$ cat src/rtl/prores_dc_pkg.sv
// Shared constants and types for the DC VLC stage: codebooks, FSM states and DC saturation limits.
package prores_dc_pkg;

    typedef enum logic [1:0] {
        IDLE  = 2'd0,
        FIRST = 2'd1,
        DELTA = 2'd2,
        DRAIN = 2'd3
    } dc_state_e;

    localparam logic [7:0] FIRST_DC_CB = 8'hB8;

    // Indexed by the adaptive codebook index; entry 0 is the least significant byte.
    localparam logic [3:0][7:0] DC_CB = {8'h70, 8'h4D, 8'h28, 8'h04};

    localparam int DC_MAX = 2047;
    localparam int DC_MIN = -2048;

endpackage

$ cat src/rtl/dc_vlc_codeword.sv
// Combinational Rice/exp-Golomb hybrid codeword builder driven by a packed codebook byte.
module dc_vlc_codeword (
    input  logic [7:0]  cb,
    input  logic [31:0] value,
    output logic [31:0] bits,
    output logic [5:0]  len
);

    function automatic logic [31:0] msb_pos(input logic [31:0] x);
        msb_pos = '0;
        for (int i = 0; i < 32; i++) begin
            if (x[i]) msb_pos = 32'(i);
        end
    endfunction

    logic [31:0] sw, rice, ex, sv, v2, e;

    // Leading zeros are implicit in the length, so bits only carries the significant tail.
    always_comb begin
        sw   = 32'(cb[1:0]) + 32'd1;
        rice = 32'(cb[7:5]);
        ex   = 32'(cb[4:2]);
        sv   = sw << rice;
        v2   = '0;
        e    = '0;
        if (value >= sv) begin
            v2   = value - sv + (32'd1 << ex);
            e    = msb_pos(v2);
            bits = v2;
            len  = 6'(e - ex + sw + e + 32'd1);
        end else begin
            bits = (32'd1 << rice) | (value & ((32'd1 << rice) - 32'd1));
            len  = 6'((value >> rice) + 32'd1 + rice);
        end
    end

endmodule

$ cat src/rtl/dc_vlc_encoder.sv
// DC coefficient VLC encoder: first DC coded directly, the rest as sign-folded adaptive deltas.
// Optional bit counter output dc_bits is enabled by defining DC_VLC_BITCOUNT_EN.
module dc_vlc_encoder
    import prores_dc_pkg::*;
#(
    parameter int MAX_BLOCK_NUM = 32
) (
    input  logic        clock,
    input  logic        reset_n,
    input  logic        start,
    input  logic [31:0] block_num,
    input  logic [31:0] dc_in,
    input  logic        dc_valid,
    output logic        dc_ready,
    output logic [31:0] code_bits,
    output logic [5:0]  code_len,
    output logic        code_valid,
    input  logic        code_ready,
    output logic        busy,
`ifdef DC_VLC_BITCOUNT_EN
    output logic [15:0] dc_bits,
`endif
    output logic        done
);

    function automatic logic signed [11:0] sat_dc(input logic signed [31:0] x);
        if (x > DC_MAX) return 12'(DC_MAX);
        if (x < DC_MIN) return 12'(DC_MIN);
        return x[11:0];
    endfunction

    function automatic logic [31:0] clamp_blk(input logic [31:0] n);
        if (n == 32'd0) return 32'd1;
        if (n > 32'(MAX_BLOCK_NUM)) return 32'(MAX_BLOCK_NUM);
        return n;
    endfunction

    function automatic logic [31:0] zigzag(input logic signed [31:0] x);
        return (x <<< 1) ^ (x >>> 31);
    endfunction

    dc_state_e          state;
    logic [31:0]        blk_total, blk_cnt;
    logic signed [11:0] prev_dc;
    logic               sign_q;
    logic [1:0]         cb_idx;
    logic [31:0]        bits_p1;
    logic [5:0]         len_p1;
    logic               vld_p1;
    logic               busy_q, done_q;

    // Stage p0: saturate, form the folded value and select the codebook.
    logic signed [11:0] dc_sat_p0;
    logic signed [31:0] dc_ext_p0, prev_ext_p0, delta_p0, mag_p0;
    logic [31:0]        code_p0, half_p0, cw_bits_p0;
    logic [7:0]         cb_p0;
    logic [5:0]         cw_len_p0;
    logic [1:0]         cb_next_p0;
    logic               accept, out_hs;

    always_comb begin
        dc_sat_p0   = sat_dc(signed'(dc_in));
        dc_ext_p0   = {{20{dc_sat_p0[11]}}, dc_sat_p0};
        prev_ext_p0 = {{20{prev_dc[11]}}, prev_dc};
        delta_p0    = dc_ext_p0 - prev_ext_p0;
        mag_p0      = sign_q ? -delta_p0 : delta_p0;
        if (state == FIRST) begin
            code_p0 = zigzag(dc_ext_p0);
            cb_p0   = FIRST_DC_CB;
        end else begin
            code_p0 = zigzag(mag_p0);
            cb_p0   = DC_CB[cb_idx];
        end
        half_p0    = (code_p0 + {31'b0, code_p0[0]}) >> 1;
        cb_next_p0 = (half_p0 > 32'd3) ? 2'd3 : half_p0[1:0];
    end

    dc_vlc_codeword u_codeword (
        .cb    (cb_p0),
        .value (code_p0),
        .bits  (cw_bits_p0),
        .len   (cw_len_p0)
    );

    assign dc_ready   = ((state == FIRST) || (state == DELTA)) && (!vld_p1 || code_ready);
    assign accept     = dc_valid && dc_ready;
    assign out_hs     = vld_p1 && code_ready;
    assign code_bits  = bits_p1;
    assign code_len   = len_p1;
    assign code_valid = vld_p1;
    assign busy       = busy_q;
    assign done       = done_q;

`ifdef DC_VLC_BITCOUNT_EN
    logic [15:0] bitcnt;
    assign dc_bits = bitcnt;
`endif

    // Stage p1: registered codeword and slice control.
    always_ff @(posedge clock) begin
        if (!reset_n) begin
            state     <= IDLE;
            blk_total <= '0;
            blk_cnt   <= '0;
            prev_dc   <= '0;
            sign_q    <= 1'b0;
            cb_idx    <= '0;
            bits_p1   <= '0;
            len_p1    <= '0;
            vld_p1    <= 1'b0;
            busy_q    <= 1'b0;
            done_q    <= 1'b0;
`ifdef DC_VLC_BITCOUNT_EN
            bitcnt    <= '0;
`endif
        end else begin
            done_q <= 1'b0;
            if (accept) begin
                bits_p1 <= cw_bits_p0;
                len_p1  <= cw_len_p0;
                vld_p1  <= 1'b1;
            end else if (out_hs) begin
                vld_p1 <= 1'b0;
            end
`ifdef DC_VLC_BITCOUNT_EN
            if (state == IDLE && start) bitcnt <= '0;
            else if (out_hs) bitcnt <= bitcnt + 16'(len_p1);
`endif
            case (state)
                IDLE: begin
                    if (start) begin
                        blk_total <= clamp_blk(block_num);
                        blk_cnt   <= '0;
                        busy_q    <= 1'b1;
                        state     <= FIRST;
                    end
                end
                FIRST: begin
                    if (accept) begin
                        prev_dc <= dc_sat_p0;
                        sign_q  <= 1'b0;
                        cb_idx  <= 2'd3;
                        blk_cnt <= 32'd1;
                        state   <= (blk_total == 32'd1) ? DRAIN : DELTA;
                    end
                end
                DELTA: begin
                    if (accept) begin
                        prev_dc <= dc_sat_p0;
                        sign_q  <= delta_p0[31];
                        cb_idx  <= cb_next_p0;
                        blk_cnt <= blk_cnt + 32'd1;
                        if (blk_cnt + 32'd1 == blk_total) state <= DRAIN;
                    end
                end
                DRAIN: begin
                    if (!vld_p1 || out_hs) begin
                        busy_q <= 1'b0;
                        done_q <= 1'b1;
                        state  <= IDLE;
                    end
                end
                default: state <= IDLE;
            endcase
        end
    end

endmodule

$ cat config.mk
export PLATFORM = sky130hd
export DESIGN_NAME = dc_vlc_encoder
export DESIGN_NICKNAME = d
export VERILOG_FILES = /design/src/rtl/prores_dc_pkg.sv /design/src/rtl/dc_vlc_codeword.sv /design/src/rtl/dc_vlc_encoder.sv
export SDC_FILE = /design/constraint.sdc
export NUM_CORES = 1
export LEC_CHECK = 0
export CORE_MARGIN = 8
export CORE_UTILIZATION = 30
export DETAILED_ROUTE_END_ITERATION = 16
export GPL_TIMING_DRIVEN = 0
export PLACE_DENSITY = 0.57
export SETUP_SLACK_MARGIN = 0.2
export SYNTH_ARGS = -nofsm -noshare
export SYNTH_HDL_FRONTEND = slang
export SYNTH_SLANG_ARGS = --single-unit
$ cat constraint.sdc
create_clock -name clock -period 12.25 [get_ports clock]
set_input_delay 2.45 -clock clock [delete_from_list [all_inputs] [get_ports clock]]
set_output_delay 2.45 -clock clock [all_outputs]
set_load 0.03 [all_outputs]
==> impl_metrics.prom <==
# TYPE chip_impl_metric gauge
chip_impl_metric{name="cts_buffer_depth",unit=""} 2
chip_impl_metric{name="dp_hpwl",unit="um"} 35000
chip_impl_metric{name="fin_hold_ws",unit="ns"} 0.452
chip_impl_metric{name="slew_viol_final",unit=""} 0
chip_impl_metric{name="synthCells",unit=""} 1630
chip_impl_metric{name="h-tree-depth",unit=""} 4
chip_impl_metric{name="synth-warning-count",unit=""} 0
chip_impl_info{name="setup.worst_path.class",value="input pin to register"} 1
chip_impl_metric{name="drt-total-wl",unit="um"} 46400
chip_impl_metric{name="cts_made_buffers",unit=""} 17
chip_impl_metric{name="worst_slack",unit="ns"} 0.200
chip_impl_metric{name="crit_arrival",unit="ns"} 12.42
chip_impl_info{name="timing.critical_path.from_type",value="input pin"} 1
chip_impl_metric{name="synth_edf_count",unit=""} 0
chip_impl_metric{name="globalRoute.totalOverflow",unit=""} 0
chip_impl_metric{name="final_min_period_over_clock_period",unit=""} 0.984
chip_impl_metric{name="wire_length_of_the_first_global_routing_pass",unit="um"} 71800
chip_impl_metric{name="syn-mean-instance-area",unit="um^2"} 7.53
chip_impl_metric{name="detailroute.via_count",unit=""} 13200
chip_impl_metric{name="post_synthesis_instance_area",unit="um^2"} 12300
chip_impl_metric{name="worst_slew_margin_relative_to_its_limit",unit=""} 0.412
chip_impl_metric{name="detailedRoute.firstIterationViolations",unit=""} 785
chip_impl_metric{name="nets",unit=""} 2075
chip_impl_metric{name="synth_seq_area_share",unit=""} 0.199
chip_impl_metric{name="whs_path_depth",unit=""} 2
chip_impl_info{name="run_status",value="finished clean"} 1
chip_impl_metric{name="post-place-ws",unit="ns"} -2.22
chip_impl_metric{name="placement_rows",unit=""} 74
chip_impl_info{name="endpoint_kind",value="register"} 1
chip_impl_metric{name="finalCriticalPeriod",unit="ns"} 12.05
chip_impl_metric{name="rr_worst_depth",unit=""} 54
chip_impl_metric{name="finalNonFillerCells",unit=""} 2425
chip_impl_metric{name="port_buffers",unit=""} 110
chip_impl_metric{name="cellLeakagePower",unit="nW"} 6.91
chip_impl_metric{name="setup_viol_count_final",unit=""} 0
chip_impl_metric{name="crit_fanout",unit=""} 7
chip_impl_metric{name="globalplace.congestion",unit=""} 0.912
chip_impl_metric{name="dieArea",unit="um^2"} 47600
chip_impl_info{name="grt_setup_unrepaired",value="yes"} 1
chip_impl_metric{name="clock_skew_after_layout",unit="ns"} 0.0129
chip_impl_metric{name="flow.area_growth_from_synthesis",unit="%"} 34.6
chip_impl_metric{name="drc_errors",unit=""} 0
chip_impl_metric{name="power.total",unit="mW"} 5.83
chip_impl_info{name="cpMaxStageDelayCell",value="sky130_fd_sc_hd__or4_4"} 1
chip_impl_metric{name="yosys.area.top_type_share",unit=""} 0.199
chip_impl_metric{name="grt_start_max_net_pins",unit=""} 17
chip_impl_info{name="cts_root_buffer",value="sky130_fd_sc_hd__clkbuf_16"} 1
chip_impl_metric{name="cp.required",unit="ns"} 12.62
chip_impl_metric{name="initial_utilization",unit=""} 0.302
chip_impl_info{name="yosys-top-cells-area",value="sky130_fd_sc_hd__dfxtp_1 (20%), sky130_fd_sc_hd__ha_1 (12%), sky130_fd_sc_hd__xnor2_1 (6.2%)"} 1
chip_impl_metric{name="tns",unit="ns"} 0
chip_impl_metric{name="critical_path.max_stage_delay",unit="ns"} 0.54
chip_impl_metric{name="power.density",unit="nW/um^2"} 353
chip_impl_metric{name="worst_ir_drop_vdd",unit="mV"} 0.204
chip_impl_metric{name="height_of_the_die",unit="um"} 218
chip_impl_metric{name="place.detailed.instances",unit=""} 2275
chip_impl_metric{name="diodes",unit=""} 0
chip_impl_metric{name="detail-route-antenna-nets",unit=""} 0
chip_impl_metric{name="fillCellCount",unit=""} 4116
chip_impl_metric{name="design.portCount",unit=""} 111
chip_impl_metric{name="clk_transition_reported_paths",unit="ns"} 0.06
chip_impl_metric{name="first_global_vias",unit=""} 13000
chip_impl_info{name="post-synth-top-area-cell",value="sky130_fd_sc_hd__dfxtp_1"} 1
chip_impl_metric{name="fmax",unit="GHz"} 0.0830
chip_impl_metric{name="drt_pre_antenna_iters",unit=""} 5
chip_impl_metric{name="drive_above_1_share",unit=""} 0.175
chip_impl_metric{name="design.core.area",unit="um^2"} 40600
chip_impl_info{name="tritoncts",value="done"} 1
chip_impl_metric{name="cap_violations",unit=""} 0
chip_impl_metric{name="measured_slew_at_the_worst_slew_check_pin",unit="ns"} 0.879
chip_impl_metric{name="cts.sink_count",unit=""} 122
chip_impl_metric{name="chipWidth",unit="um"} 218
chip_impl_metric{name="yosysUniqueCellTypes",unit=""} 91
chip_impl_metric{name="avgViaCountPerCell",unit=""} 5.42
chip_impl_metric{name="async_reset_ff_frac",unit=""} 0
chip_impl_info{name="post-synth-top-count-cell",value="sky130_fd_sc_hd__nor2_1"} 1
chip_impl_metric{name="routed_wire_length_per_instance",unit="um"} 19.1
chip_impl_metric{name="hold_viol_final",unit=""} 0
chip_impl_info{name="netlist_top_cells_count",value="sky130_fd_sc_hd__nor2_1 (188), sky130_fd_sc_hd__nand2_1 (123), sky130_fd_sc_hd__a21oi_1 (122), sky130_fd_sc_hd__dfxtp_1 (122), sky130_fd_sc_hd__ha_1 (115)"} 1
chip_impl_metric{name="worstSkewPairLatency",unit="ns"} 0.43
chip_impl_info{name="worst_path_most_repeated_cell",value="sky130_fd_sc_hd__buf_4"} 1
chip_impl_info{name="synth_ff_type",value="sky130_fd_sc_hd__dfxtp_1"} 1
chip_impl_info{name="holdCritPathClass",value="register to register"} 1
chip_impl_metric{name="initial_antenna_violation_count",unit=""} 0
chip_impl_metric{name="grt.total_usage",unit=""} 0.188
chip_impl_metric{name="postSynthRegisterBits",unit=""} 122
[stage by stage]
stage          area (um^2)   util
2_1_floorplan        12300      -
3_3_place_gp         14100  0.346
3_5_place_dp         14100  0.346
4_1_cts              15800  0.389
5_1_grt              16500  0.407
6_report             16500  0.407
[kinds of logic after synthesis]
kind of cell               synth area share
AOI/OAI and AO/OA                     0.237
xor gates and xnor gates             0.0994
other                              0.000305
DFF                                   0.199
adders and majority gates             0.135
and+or+nand+nor                       0.254
muxes                                0.0200
buffers and inverters                0.0546
[final cells by class]
| class | count | area (um^2) | area share |
|---|---|---|---|
| Buffer | 75 | 372 | 0.0225 |
| Clock buffer | 18 | 429 | 0.0260 |
| Clock inverter | 14 | 163 | 0.00984 |
| Inverter | 99 | 378 | 0.0229 |
| Multi-Input combinational cell | 1337 | 10100 | 0.609 |
| Sequential cell | 122 | 2440 | 0.148 |
| Tap cell | 532 | 666 | 0.0403 |
| Timing Repair Buffer | 228 | 2010 | 0.121 |
[cell usage in the layout (no fill, tap or decap), types with 20 or more instances in the layout]
cell type / count
sky130_fd_sc_hd__xor2_1: 40
sky130_fd_sc_hd__a21oi_1: 111
sky130_fd_sc_hd__clkbuf_1: 56
sky130_fd_sc_hd__and3_1: 42
sky130_fd_sc_hd__xnor2_1: 74
sky130_fd_sc_hd__clkdlybuf4s50_1: 90
sky130_fd_sc_hd__nor2_1: 181
sky130_fd_sc_hd__nand3_1: 54
sky130_fd_sc_hd__o21ai_0: 67
sky130_fd_sc_hd__nand4_1: 25
sky130_fd_sc_hd__nor3_1: 42
sky130_fd_sc_hd__buf_4: 114
sky130_fd_sc_hd__a21o_1: 36
sky130_fd_sc_hd__dfxtp_1: 122
sky130_fd_sc_hd__ha_1: 99
sky130_fd_sc_hd__inv_1: 89
sky130_fd_sc_hd__nand2_1: 120
sky130_fd_sc_hd__a211oi_1: 20
sky130_fd_sc_hd__nor4_1: 30
[per-layer routing]
layer  up-vias  share of wire  GRT usage
li1       6374              -          -
met1      6258           0.43      0.226
met2       413           0.48      0.325
met3       105          0.050     0.0335
met4         0          0.040     0.0820
met5         -              0          0
[registers in the layout (all words and copies together) (netlist names)]
name and count:
blk_cnt 32, busy 1, sign_q 1, prev_dc 12, blk_total 32, code_bits 32
code_valid 1, done 1, cb_idx 2, code_len 6, state 2
[worst paths after layout]
path	end	slack (ns)	startpoint
worst min-delay path	code_len[1]	0.45	code_len[1]
worst max-delay path	code_len[4]	0.20	dc_in[25]
worst max register to register	code_len[4]	3.02	prev_dc[4]
worst min register to register	code_len[1]	0.45	code_len[1]
[power by group]
part	internal (mW)	switching, mW
clock	0.305	0.219
sequential	0.466	0.0449
combinational	2.13	2.66
total	2.90	2.93
[worst max-delay path, delay by kind of cell]
kind | cells | cell delay [ns]
xor gates and xnor gates | 4 | 0.87
AOI/OAI and AO/OA | 7 | 1.41
muxes | 2 | 0.78
buffers and inverters | 37 | 4.50
adders and majority gates | 2 | 0.41
and+or+nand+nor | 7 | 1.97
[timing repair]
item / CTS / global route
hold buffers: 0 / 0
cloned: 1 / 0
endpoints found under the setup margin: 5 / 5
pin swaps: 61 / 53
setup buffers: 80 / 37
gates resized for setup: 120 / 120
(Power assumes the default switching activity.)
